$ cat config.mk
export PLATFORM = sky130hd
export DESIGN_NAME = multicycle_ctrl
export DESIGN_NICKNAME = d
export VERILOG_FILES = /design/src/rtl/ctrl_pkg.sv /design/src/rtl/opcode_decoder.sv /design/src/rtl/multicycle_ctrl.sv
export SDC_FILE = /design/constraint.sdc
export NUM_CORES = 1
export LEC_CHECK = 0
export CAP_MARGIN = 25
export CORE_ASPECT_RATIO = 1.25
export CORE_MARGIN = 2
export CORE_UTILIZATION = 46
export DETAILED_ROUTE_END_ITERATION = 6
export PLACE_DENSITY_LB_ADDON = 0.3
export SLEW_MARGIN = 20
export SYNTH_ARGS = -nofsm -noshare
export SYNTH_HDL_FRONTEND = slang
export SYNTH_SLANG_ARGS = --single-unit
$ cat constraint.sdc
create_clock -name clk -period 3.4 [get_ports clk]
set_clock_uncertainty 0.15 [all_clocks]
set_input_delay 0.51 -clock clk [delete_from_list [all_inputs] [get_ports clk]]
set_output_delay 0.51 -clock clk [all_outputs]
set_load 0.1 [all_outputs]
$ cat src/rtl/ctrl_pkg.sv
// Shared definitions for the multicycle datapath controller.
// Holds the FSM state encoding, the instruction opcodes, the ALU/operand-B
// encodings and the Moore output decode used by the controller FSM.
package ctrl_pkg;

    localparam int OPC_W = 11;

    typedef enum logic [3:0] {
        S_IDLE     = 4'd0,
        S_FETCH    = 4'd1,
        S_DECODE   = 4'd2,
        S_MEM_ADDR = 4'd3,
        S_MEM_RD   = 4'd4,
        S_WB_LD    = 4'd5,
        S_MEM_WR   = 4'd6,
        S_EXEC_R   = 4'd7,
        S_WB_R     = 4'd8,
        S_BRANCH   = 4'd9,
        S_ERROR    = 4'd10
    } state_e;

    // Full 11-bit opcodes
    localparam logic [OPC_W-1:0] OPC_LDUR = 11'h7C2;
    localparam logic [OPC_W-1:0] OPC_STUR = 11'h7C0;
    localparam logic [OPC_W-1:0] OPC_ADD  = 11'h458;
    localparam logic [OPC_W-1:0] OPC_SUB  = 11'h658;
    localparam logic [OPC_W-1:0] OPC_AND  = 11'h450;
    localparam logic [OPC_W-1:0] OPC_ORR  = 11'h550;
    // Branch opcodes are identified by a prefix only: CBZ on opcode[10:3],
    // B on opcode[10:5] (the remaining bits belong to the immediate).
    localparam logic [7:0] OPC_CBZ = 8'hB4;
    localparam logic [5:0] OPC_B   = 6'h05;

    // ALU operation select
    localparam logic [1:0] ALU_ADD    = 2'b00;
    localparam logic [1:0] ALU_PASS_B = 2'b01;
    localparam logic [1:0] ALU_FUNCT  = 2'b10;

    // ALU operand-B select
    localparam logic [1:0] SRCB_REG      = 2'b00;
    localparam logic [1:0] SRCB_FOUR     = 2'b01;
    localparam logic [1:0] SRCB_SEXT     = 2'b10;
    localparam logic [1:0] SRCB_SEXT_SH2 = 2'b11;

    // Outputs that depend on the state alone (registered in the FSM).
    typedef struct packed {
        logic       mem_req;
        logic       mem_read;
        logic       mem_write;
        logic       iord;
        logic       reg_write;
        logic       mem_to_reg;
        logic       pc_src;
        logic       illegal_op;
        logic [1:0] alu_src_b;
        logic [1:0] alu_op;
    } ctl_t;

    function automatic ctl_t moore_ctl(input state_e s);
        ctl_t c;
        c = '0;
        case (s)
            S_FETCH: begin
                c.mem_req   = 1'b1;
                c.mem_read  = 1'b1;
                c.iord      = 1'b0;
                c.alu_src_b = SRCB_FOUR;
                c.alu_op    = ALU_ADD;
            end
            S_MEM_ADDR: begin
                c.alu_src_b = SRCB_SEXT;
                c.alu_op    = ALU_ADD;
            end
            S_MEM_RD: begin
                c.mem_req  = 1'b1;
                c.mem_read = 1'b1;
                c.iord     = 1'b1;
            end
            S_WB_LD: begin
                c.reg_write  = 1'b1;
                c.mem_to_reg = 1'b1;
            end
            S_MEM_WR: begin
                c.mem_req   = 1'b1;
                c.mem_write = 1'b1;
                c.iord      = 1'b1;
            end
            S_EXEC_R: begin
                c.alu_src_b = SRCB_REG;
                c.alu_op    = ALU_FUNCT;
            end
            S_WB_R: begin
                c.reg_write  = 1'b1;
                c.mem_to_reg = 1'b0;
            end
            S_BRANCH: begin
                c.pc_src    = 1'b1;
                c.alu_src_b = SRCB_SEXT_SH2;
                c.alu_op    = ALU_PASS_B;
            end
            S_ERROR: begin
                c.illegal_op = 1'b1;
            end
            default: c = '0;
        endcase
        return c;
    endfunction

endpackage

$ cat src/rtl/opcode_decoder.sv
// Combinational opcode classifier for the multicycle controller.
// Ports: opcode (inst[31:21]) in; one-hot-ish class flags out
// (is_ld, is_st, is_r, is_cbz, is_b, is_illegal); exactly one is high.
module opcode_decoder
    import ctrl_pkg::*;
(
    input  logic [OPC_W-1:0] opcode,
    output logic             is_ld,
    output logic             is_st,
    output logic             is_r,
    output logic             is_cbz,
    output logic             is_b,
    output logic             is_illegal
);

    assign is_ld  = (opcode == OPC_LDUR);
    assign is_st  = (opcode == OPC_STUR);
    assign is_r   = (opcode == OPC_ADD) || (opcode == OPC_SUB) ||
                    (opcode == OPC_AND) || (opcode == OPC_ORR);
    assign is_cbz = (opcode[10:3] == OPC_CBZ);
    assign is_b   = (opcode[10:5] == OPC_B);

    assign is_illegal = ~(is_ld | is_st | is_r | is_cbz | is_b);

endmodule

$ cat src/rtl/multicycle_ctrl.sv
// Multicycle processor control FSM (fetch/decode/execute/memory/writeback).
// Ports: clk, rst_n (async, active-low), opcode/zero/mem_ready in; memory,
// register-file, PC, ALU-select controls, sticky illegal_op and debug state out.
module multicycle_ctrl
    import ctrl_pkg::*;
#(
    parameter int INST_SIZE = 32,
    parameter int ALU_OP_W  = 2
) (
    input  logic                 clk,
    input  logic                 rst_n,
    input  logic [INST_SIZE-22:0] opcode,
    input  logic                 zero,
    input  logic                 mem_ready,
    output logic                 mem_req,
    output logic                 mem_read,
    output logic                 mem_write,
    output logic                 iord,
    output logic                 ir_write,
    output logic                 pc_write,
    output logic                 reg_write,
    output logic                 reg2loc,
    output logic                 mem_to_reg,
    output logic                 pc_src,
    output logic                 illegal_op,
    output logic [1:0]           alu_src_b,
    output logic [ALU_OP_W-1:0]  alu_op,
    output logic [3:0]           state
);

    state_e state_q, state_d;
    ctl_t   ctl_q;
    // Instruction class captured in DECODE so later states do not depend on
    // the instruction register staying untouched.
    logic   st_q, st_d;
    logic   b_q,  b_d;

    logic is_ld, is_st, is_r, is_cbz, is_b, is_illegal;

    opcode_decoder u_dec (
        .opcode     (opcode),
        .is_ld      (is_ld),
        .is_st      (is_st),
        .is_r       (is_r),
        .is_cbz     (is_cbz),
        .is_b       (is_b),
        .is_illegal (is_illegal)
    );

    always_comb begin
        state_d = state_q;
        st_d    = st_q;
        b_d     = b_q;
        case (state_q)
            S_IDLE:     state_d = S_FETCH;
            S_FETCH:    if (mem_ready) state_d = S_DECODE;
            S_DECODE: begin
                st_d = is_st;
                b_d  = is_b;
                if (is_illegal)           state_d = S_ERROR;
                else if (is_ld || is_st)  state_d = S_MEM_ADDR;
                else if (is_r)            state_d = S_EXEC_R;
                else                      state_d = S_BRANCH;
            end
            S_MEM_ADDR: state_d = st_q ? S_MEM_WR : S_MEM_RD;
            S_MEM_RD:   if (mem_ready) state_d = S_WB_LD;
            S_WB_LD:    state_d = S_FETCH;
            S_MEM_WR:   if (mem_ready) state_d = S_FETCH;
            S_EXEC_R:   state_d = S_WB_R;
            S_WB_R:     state_d = S_FETCH;
            S_BRANCH:   state_d = S_FETCH;
            S_ERROR:    state_d = S_ERROR;
            // Unused encodings are treated as a fault.
            default:    state_d = S_ERROR;
        endcase
    end

    // State and the state-only outputs are registered together: the output
    // register is loaded with the decode of the next state, so it always
    // matches state_q with no combinational decode on the output path.
    always_ff @(posedge clk or negedge rst_n) begin
        if (!rst_n) begin
            state_q <= S_IDLE;
            ctl_q   <= '0;
            st_q    <= 1'b0;
            b_q     <= 1'b0;
        end else begin
            state_q <= state_d;
            ctl_q   <= moore_ctl(state_d);
            st_q    <= st_d;
            b_q     <= b_d;
        end
    end

    // Handshake- and flag-qualified outputs must react within the cycle.
    assign ir_write = (state_q == S_FETCH) && mem_ready;
    assign pc_write = ir_write || ((state_q == S_BRANCH) && (b_q || zero));
    // reg2loc selects Rt as the second read register while decoding STUR/CBZ.
    assign reg2loc  = (state_q == S_DECODE) && (is_st || is_cbz);

    assign mem_req    = ctl_q.mem_req;
    assign mem_read   = ctl_q.mem_read;
    assign mem_write  = ctl_q.mem_write;
    assign iord       = ctl_q.iord;
    assign reg_write  = ctl_q.reg_write;
    assign mem_to_reg = ctl_q.mem_to_reg;
    assign pc_src     = ctl_q.pc_src;
    assign illegal_op = ctl_q.illegal_op;
    assign alu_src_b  = ctl_q.alu_src_b;
    assign alu_op     = ALU_OP_W'(ctl_q.alu_op);
    assign state      = state_q;

endmodule

* After elaboration in Yosys (flattened, before gate mapping) *
Cells that the tools add are included.

cells by class
  equal/unequal tests = 26
  reductions and logical operators = 15
  muxes and demuxes = 16
  bitwise logic cells = 4

operators with widths
  cell                  number
  $eq 11x11->1 const B  6
  $eq 4x3->1 const B    8
  $pmux 4 s7            1
  $mux 4                6
  $eq 4x4->1 const B    5
  $pmux 4 s4            1
  $eq 4x2->1 const B    3
  $eq 4x1->1 const B    2
  $eq 8x8->1 const B    1
  $logic_or 1x1->1      7
  $eq 6x3->1 const B    1
  $mux 1                6
  $logic_not 4->1       1
  $or 1x1->1            4
  $pmux 2 s2            1
  $reduce_or 2->1       2
  $reduce_or 4->1       1
  $logic_and 1x1->1     3
  $reduce_or 3->1       1
  $mux 2                1

storage, ports and cells
  input port bits = 15
  output and inout bits = 19
  bits in registers = 18
  word-level logic and storage cells = 74

* Longest topological paths before layout *
Gate-level depths: netlist of run 1.

  depth after elaboration = 12
  gate-level depth with buffers = 7
  gate-level depth less buffers = 6

* Cells and area by module *
Synthesis of run 1 repeated with hierarchy kept, for this count alone.

second synthesis, totals
  cell total of the unflattened synthesis = 91
  area, all modules = 1022.2 um2

by module, submodules not included
  module           seq. area each (um2)  instances  cells an instance  area each (um2)
  multicycle_ctrl  450.4                 1          78                 883.3
  opcode_decoder   0.0                   1          13                 138.9

* Worst setup path before layout of run 1 *
Ideal clock, no wire load.

  path type = register to output
  start = reg state_q[3], in the netlist state[3]
  end = out pc_write
  data arrival time = 6.076 ns
  buffers on the path = 1
  path slack = -3.336 ns
  stages on the path, launching flop included = 4
  data required time = 2.740 ns
  path through = dfrtp_1 -> clkbuf_1 -> nor2_1 -> a2111oi_0

between the ends
  word-level cells in the longest chain between the ends = 3

ends and longest elaborated chain
  element                                          RTL line                                      RTL
  start, declared                                  multicycle_ctrl.sv:31                         state_e state_q, state_d;
  start signal, assigned                           multicycle_ctrl.sv:88                         state_q <= state_d;
  $eq 4x1->1 / $eq 4x4->1 (equally long branches)  multicycle_ctrl.sv:96, multicycle_ctrl.sv:97
  $logic_and 1x1->1, on equally long branches      multicycle_ctrl.sv:96, multicycle_ctrl.sv:97
  $logic_or 1x1->1 *                               multicycle_ctrl.sv:97                         assign pc_write = ir_write || ((state_q == S_BRANCH) && (b_q || zero));
  end, declared                                    multicycle_ctrl.sv:20                         output logic pc_write,

Every way passes the cells marked *; elsewhere a longest branch is shown, timed or not.

* Worst setup path in the final report of run 1 *
  start = in opcode[3]
  end = out reg2loc

between the ends
  word-level cells in the longest chain between the ends = 3

ends and longest elaborated chain
  element                                            RTL line                                    RTL
  start, declared                                    multicycle_ctrl.sv:12                       input logic [INST_SIZE-22:0] opcode,
  $eq 11x11->1 / $eq 8x8->1 (equally long branches)  opcode_decoder.sv:17, opcode_decoder.sv:20
  $logic_or 1x1->1 *                                 multicycle_ctrl.sv:99                       assign reg2loc = (state_q == S_DECODE) && (is_st || is_cbz);
  $logic_and 1x1->1 *                                multicycle_ctrl.sv:99
  end, declared                                      multicycle_ctrl.sv:22                       output logic reg2loc,

Marked as above.

==> results of run 1 <==
==> critical path, stage by stage <==
cell and delay (ps):
sky130_fd_sc_hd__clkdlybuf4s50_1 430, sky130_fd_sc_hd__nand4bb_1 320, sky130_fd_sc_hd__or2_2 400, sky130_fd_sc_hd__o32a_1 350
sky130_fd_sc_hd__nor2_2 130, sky130_fd_sc_hd__buf_12 190
==> synth_stat cells, types with 2 or more instances <==
library cell	instances
sky130_fd_sc_hd__nor2_1	7
sky130_fd_sc_hd__nor3b_1	3
sky130_fd_sc_hd__clkbuf_1	3
sky130_fd_sc_hd__o31ai_1	2
sky130_fd_sc_hd__mux2i_1	2
sky130_fd_sc_hd__o21ai_0	2
sky130_fd_sc_hd__or3b_2	2
sky130_fd_sc_hd__and2_1	2
sky130_fd_sc_hd__nor2b_1	2
sky130_fd_sc_hd__buf_6	2
sky130_fd_sc_hd__a21oi_1	4
sky130_fd_sc_hd__nand2_1	7
sky130_fd_sc_hd__inv_1	3
sky130_fd_sc_hd__or2_2	2
sky130_fd_sc_hd__dfrtp_1	17
sky130_fd_sc_hd__nand4bb_1	2
==> path summary, 6_finish.rpt <==
path,slack [ps],end,cells past startpoint,startpoint
worst max-delay path,400,reg2loc,6,opcode[3]
worst min-delay path,360,st_q$_DFFE_PN0P_,2,st_q$_DFFE_PN0P_
worst max register to register,1240,alu_src_b[1]$_DFF_PN0_,4,state[3]$_DFF_PN0_
worst min register to register,360,st_q$_DFFE_PN0P_,2,st_q$_DFFE_PN0P_
max in group asynchronous,2100,illegal_op$_DFF_PN0_,1,rst_n
min in group asynchronous,520,b_q$_DFFE_PN0P_,1,rst_n
==> per-stage QoR <==
step                      worst slack (ps)  instance area, sq um  utilization, %  total power [mW]
after floorplan                       67.7                   948               -             0.213
after global placement                 456                  1280            66.0             0.236
after detailed placement               393                  1280            66.0             0.237
after CTS                              387                  1310            67.4             0.345
after global routing                   331                  1310            67.4             0.353
final                                  404                  1310            67.4             0.339
==> cell families (layout without fill, tap and decap cells) <==
family,Yosys count,in the layout,synth area share (%)
compound gates,20,20,21.1
buf+inv,10,40,6.22
flops,17,17,46.0
mux,2,2,2.17
simple gates,35,35,24.5
==> metal layers <==
layer | vias to the layer above | share of wire (%) | global-route usage, %
met5 | - | 0 | 0
met4 | 0 | 1.3 | 9.60
met2 | 24 | 53 | 35.8
met3 | 2 | 6.3 | 4.70
li1 | 368 | - | -
met1 | 362 | 39 | 18.3
==> power breakdown <==
group / switching [mW] / internal, mW / leakage, nW / total, mW
Combinational: 0.0128 / 0.0178 / 0.292 / 0.0307
Sequential: 0 / 0.202 / 0.211 / 0.202
Clock: 0.0622 / 0.0438 / 0.0177 / 0.106
==> area by class of cell <==
type / instances / area (sq um)
inverter: 3 / 11.3
clock inverter: 1 / 5.00
tap: 20 / 25.0
timing repair buffer: 33 / 350
fill: 154 / 632
multi-input combinational: 57 / 465
clock buffer: 3 / 22.5
sequential: 17 / 425
==> flow_results.org, run 1 <==
** Place
- Counting tap cells, the placed design contains a total of 130 instances.
- The count of buffers added on input and output ports is 33.
- Routability cong. :: 0.810
- HPWL after detailed placement :: roughly 1600 um

** Clocking
- Worst-skew pair later-pin latency :: between 200 and 300 ps
- The number of clock buffers added by TritonCTS is 3.
- Clock root buffer master :: sky130_fd_sc_hd__clkbuf_4
- CTS tree :: built
- Clock net sink count :: 17
- Maximum clock insertion buffer count :: 2
- In this run, post-CTS repair resized a total of 0 instances.
- Clock-pin slew of the registers on the worst-case setup and hold paths :: around 100 ps
- CTS H-tree lvls :: 1
- The number of setup buffers added after CTS is 0.
- Buffers inserted to repair hold after CTS numbered 0.

** Logic synthesis
- In this run the mean area of a mapped cell was about 11 sq um.
- The Yosys step of the flow raised 0 warnings.
- Share of the yosys chip area belonging to registers :: between 40% and 50%
- Cell type with the highest aggregate area in the netlist :: sky130_fd_sc_hd__dfrtp_1
- Yosys top cell area share :: a little under half
- Among all flip-flop cells after synthesis, the most frequent one is sky130_fd_sc_hd__dfrtp_1.
- EDFF count, synth :: 0
- Counting every instance in the synthesized netlist gives 84.
- Area of the mapped netlist :: ~920 sq um
- Largest cells by area after synthesis :: sky130_fd_sc_hd__dfrtp_1, sky130_fd_sc_hd__o32ai_4, sky130_fd_sc_hd__nand2_1
- Asr flop ratio synth :: 100%
- After synthesis, the netlist uses 38 different library cells.
- FF+latch count, synth :: 17
- Counting every net in the synthesized netlist gives 99.

** Final layout
- After the last flow step, the layout net total stands at 130.
- Commonest non-fill, non-tap cells in the layout :: sky130_fd_sc_hd__clkdlybuf4s50_1, sky130_fd_sc_hd__dfrtp_1, sky130_fd_sc_hd__nand2_1
- Leaving out fill and tap cells, the most frequent cell in the layout is sky130_fd_sc_hd__clkdlybuf4s50_1.
- The area growth from synthesis to layout is 41.1%.
- Flip-flop count of the largest register, all copies and words added :: 4
- In the final layout, the share of cells above drive strength 1 is between 20% and 30%.
- The count of cells in the finished layout, fillers not included, comes to roughly 130.
- Antenna diode count :: 0

** STA
- For the finished layout, the period the worst path requires is 3000 ps.
- The final critical path takes up between 80% and 90% of the cycle.
- Unrepaired setup endpoints after global routing :: no
- Worst Hold Margin :: 356 ps
- Timing would allow up to ~330 MHz.
- Setup violations remaining at the end of the flow were counted as 0.
- Final max-slew violation count :: 0
- For the pin with the worst max-slew slack, the measured transition is around 980 ps.
- Worst relative slew slack :: 34.7%
- Sum Neg Setup Slack :: 0 ps
- The final-report hold violation count is 0.

** Route
- Once detail routing completed, the nets flagged for antenna violations numbered 0.
- Dividing the detail-routed via count by the number of cells gives 5.64.
- The first routing iteration left 4 violations.
- After detailed routing, the average wire length per cell comes to around 15 um.
- For this block, the via count after detailed routing is 756.
- The routed design has roughly 2000 um of wire.
- Number of iterations in the first detailed-routing pass :: 4
- After detailed routing, the number of remaining DRC violations is 0.

** Critical path
- Arrival @ worst endpoint :: ~2300 ps
- Critical path required time :: about 2700 ps
- Category of the worst setup path capture point :: output port
- STA classifies the critical path startpoint as an input port.
- The critical path is of the input port to output port type.
- Along the worst path, the maximum fanout reaches 4.

** Global routing
- Global-route wire length before repair :: around 3200 um
- Entering global routing, the biggest net connects 18 pins.
- Total grt overflow :: 0
- The via count of the first global-routing pass was 790.
- For this run, the total global-route usage over all layers was measured as a little under a fifth.
- Number of antenna violations at the first check in global routing :: 0

** Die
- Core box area :: 0.00194 sq mm
- Horizontal die dimension :: 44.1 um
- The die covers 0.00239 sq mm.
- Measured along the y axis, the die boundary spans around 54 um.
- For this configuration, the core starts out at a cell density of 47.7%.
- The floorplan has 18 rows.
- For this design the top-level I/O count stands at 34.

** Power
- Power spread over the standard cell area amounts to about 260 mW/mm^2.
- Across the VDD grid, the largest voltage drop is roughly 0.29 mV.
- In this run the static leakage power is around 0.52 nW.

** Outcome
- Outcome :: complete, no violations

** Job
- Number of maximum-capacitance constraint violations :: 0

** Worst hold path
- Worst min path class :: flop to flop
Power figures use the tool's default switching activity.
==> inputs of run 2 (changes only) <==
Settings changed: CORE_UTILIZATION 46 to 43.
Clock period 3.4 ns to 2.95 ns, I/O delays scaled along.
==> run 2 against run 1 <==
Effect of this change: flip-flop and latch count stayed put; die area is 6.4% higher; clock power is 25% higher; design area is 0.58% lower; critical path type unchanged; largest power group unchanged.
==> flow_results.org, run 2 (synthesis gave the netlist of run 1 again) <==
** Critical path
- Arrival @ worst endpoint :: 2110 ps (-230 ps)
- The worst-case reg-to-reg path depth was 4 (unchanged).
- The data required time of the worst path is 2360 ps (-380 ps).
- In this run the worst setup path begins at opcode[3].
- Worst reg2reg setup slack :: 800 ps (-440 ps)
- Critical path endpoint :: reg2loc
- Worst r2r src :: state[1]$_DFF_PN0_
- Largest fanout on the critical path :: 4 (unchanged)
- The worst register-to-register path ends at alu_src_b[1]$_DFF_PN0_.
- STA classifies the critical path endpoint as an output port.
- The critical path in this run is classified as input port to output port.
- The worst setup path is launched from an input port.

** Power
- Fraction of power consumed by combinational cells :: 9.2% (about the same)
- The cell internal power dissipation was 305 uW (+16%).
- Largest vdd supply drop :: 0.290 mV (about the same)
- Switching portion of total power :: 24.0% (+1.9 points)
- Overall power :: 401 uW (+19%)
- The switching power total is 96.4 uW (+29%).
- Register share of total power :: 58.0% (-1.7 points)
- Pleak :: 0.550 nW (+5.6%)
- The clock power share was 32.8% (+1.5 points).
- Pwr Density :: 309 mW/mm^2 (+19%)

** Route
- Post-detailed-route count of antenna-violating nets :: 0 (unchanged)
- The number of optimization iterations in the first detailed-route pass was 4 (unchanged).
- Vias after detailed routing :: 790 (+4.5%)
- Routed WL per cell :: 15.5 um (+2.1%)
- The number of DRC markers in iteration 0 came to 8 (+4).
- The number of remaining DRC errors came to 0 (unchanged).
- The aggregate routed wire length came to 2110 um (+3.6%).
- The via density per instance is 5.81 (+3.0%).

** Outcome
- The flow ran to the end, and the final reports show no timing, DRC or antenna violations.

** Global routing
- Largest net degree at the start of global routing :: 18 (unchanged)
- The number of antenna violations at the first check in global routing came to 0 (unchanged).
- The via count of the first global-routing pass came to 821 (+3.9%).
- Global-route wire length before repair :: 3480 um (+9.5%)
- Total grt overflow :: 0 (unchanged)
- Overall Global Routing Usage :: 18.8% (+0.066 points)

** Clocking
- CTS tree :: built
- CTS Buf Count :: 3 (unchanged)
- Worst-skew pair later-pin latency :: 310 ps (+20 ps)
- The depth of the CTS H-tree came to 1 (unchanged).
- The number of setup buffers added after CTS is 0 (unchanged).
- Clock-pin slew of the registers on the worst-case setup and hold paths :: 100 ps (about the same)
- The number of sinks handled by clock tree synthesis was 17 (unchanged).
- The cell sitting at the root of the clock tree is a sky130_fd_sc_hd__clkbuf_4.
- Number of hold buffers added after CTS :: 0 (unchanged)
- The number of resized instances in the post-cts repair step came to 0 (unchanged).
- Maximum clock insertion buffer count :: 2 (unchanged)

** STA
- The final number of setup-violating endpoints came to 0 (unchanged).
- The clock period could shrink to ~2700 ps.
- Share of the clock period used by the worst path :: 91.5%
- Final worst slack :: 251 ps (-153 ps)
- Actual slew at the worst max-slew pin :: 746 ps (-231 ps)
- The number of pins with negative max-slew slack in the final report is 0 (unchanged).
- Setup repair after global routing left no endpoint under its margin.
- Static timing analysis puts the maximum clock frequency at between 300 and 400 MHz.
- The final-report hold violation count is 0 (unchanged).
- The worst-case hold slack was 350 ps (-6.19 ps).
- The total negative setup slack came to 0 ps (unchanged).
- Worst relative slew slack :: 50.1% (+15 points)

** Die
- The number of placed I/O pins is 34 (unchanged).
- The core footprint was 0.00200 sq mm (+3.5%).
- Initial core utilization :: 46.1% (-1.6 points)
- The number of core rows was 18 (unchanged).
- Horizontal die dimension :: 45.5 um (+3.1%)
- Die height :: 55.8 um (+3.2%)
- Die footprint :: 0.00254 sq mm (+6.4%)

** Final layout
- Commonest non-fill, non-tap cells in the layout :: sky130_fd_sc_hd__buf_4, sky130_fd_sc_hd__dfrtp_1, sky130_fd_sc_hd__clkdlybuf4s50_1
- Antenna diode count :: 0 (unchanged)
- The flip-flop count of the largest register, all copies and words added came to 4 (unchanged).
- Final #Nets :: 132 (+1.5%)
- The area taken by multi-input logic gates came to 470 sq um (+1.1%).
- The storage element area came to 428 sq um (+0.59%).
- The number of fillers in the final layout is 167 (+8.4%).
- Commonest non-fill, non-tap cell in the layout :: sky130_fd_sc_hd__buf_4
- Relative to the synthesized area, the layout overhead comes to 40.3%.
- The share of final-layout standard cells stronger than drive strength 1 is 35.3% (+13 points).

** Worst hold path
- Launch instance of the worst min-delay path :: b_q$_DFFE_PN0P_
- The path class of the tightest hold or removal check is flop to flop.

** Place
- Worst slack at placement :: 253 ps (-140 ps)
- HPWL after detailed placement :: 1530 um (-1.7%)
- The number of input and output port buffers inserted came to 33 (unchanged).
- Routability cong. :: 0.844 (+4.2%)

** Job
- The max capacitance violation total is 0 (unchanged).
==> run 2: cell count changes in the layout (fill, tap and decap cells not counted), sizes merged <==
cell / change
buf: +14
clkdlybuf4s50: -12
==> run 2: critical path: stages <==
cell and delay [ps]:
sky130_fd_sc_hd__clkdlybuf4s50_1 440, sky130_fd_sc_hd__nand4bb_1 210, sky130_fd_sc_hd__or2_2 350, sky130_fd_sc_hd__o32a_1 380, sky130_fd_sc_hd__nor2_4 110, sky130_fd_sc_hd__buf_12 180
==> run 2: area by class of cell <==
type	instances	share of cell area [%]
flip-flops and latches	17	33.0
multi-input cells	57	36.3
clock inverters	1	0.386
clock buffers	3	1.74
repair buffers	35	25.8
inverters	3	0.868
well taps	20	1.93
==> run 2: worst min path at each step <==
stage,to,depth (start not counted)
finish,b_q$_DFFE_PN0P_,2
global route,b_q$_DFFE_PN0P_,2
CTS,b_q$_DFFE_PN0P_,2
detailed placement,st_q$_DFFE_PN0P_,2
global placement,st_q$_DFFE_PN0P_,2
floorplan,alu_op[1]$_DFF_PN0_,0
==> run 2: routing by layer <==
layer,routed length [um],vias to the layer above,global-route usage [%],share of wire (%)
li1,-,371,-,-
met1,836,376,21.4,40
met2,1070,39,30.0,51
met3,160,4,4.87,7.6
met4,42,0,11.3,2.0
met5,0,-,0,0
==> run 2: power by group through the flow <==
stage | logic, mW | clock network, mW | registers (mW)
after floorplan | 0.00828 | 0 | 0.237
after global placement | 0.0357 | 0 | 0.237
after detailed placement | 0.0370 | 0 | 0.237
after CTS | 0.0374 | 0.130 | 0.233
after global routing | 0.0399 | 0.144 | 0.233
final | 0.0370 | 0.132 | 0.233
==> run 2: metrics by stage <==
stage	area, sq um	std cells	util (%)
5_1_grt	1300	136	64.7
3_5_place_dp	1270	132	63.4
6_report	1300	136	64.7
2_1_floorplan	956	84	-
3_3_place_gp	1270	132	63.4
4_1_cts	1300	136	64.7
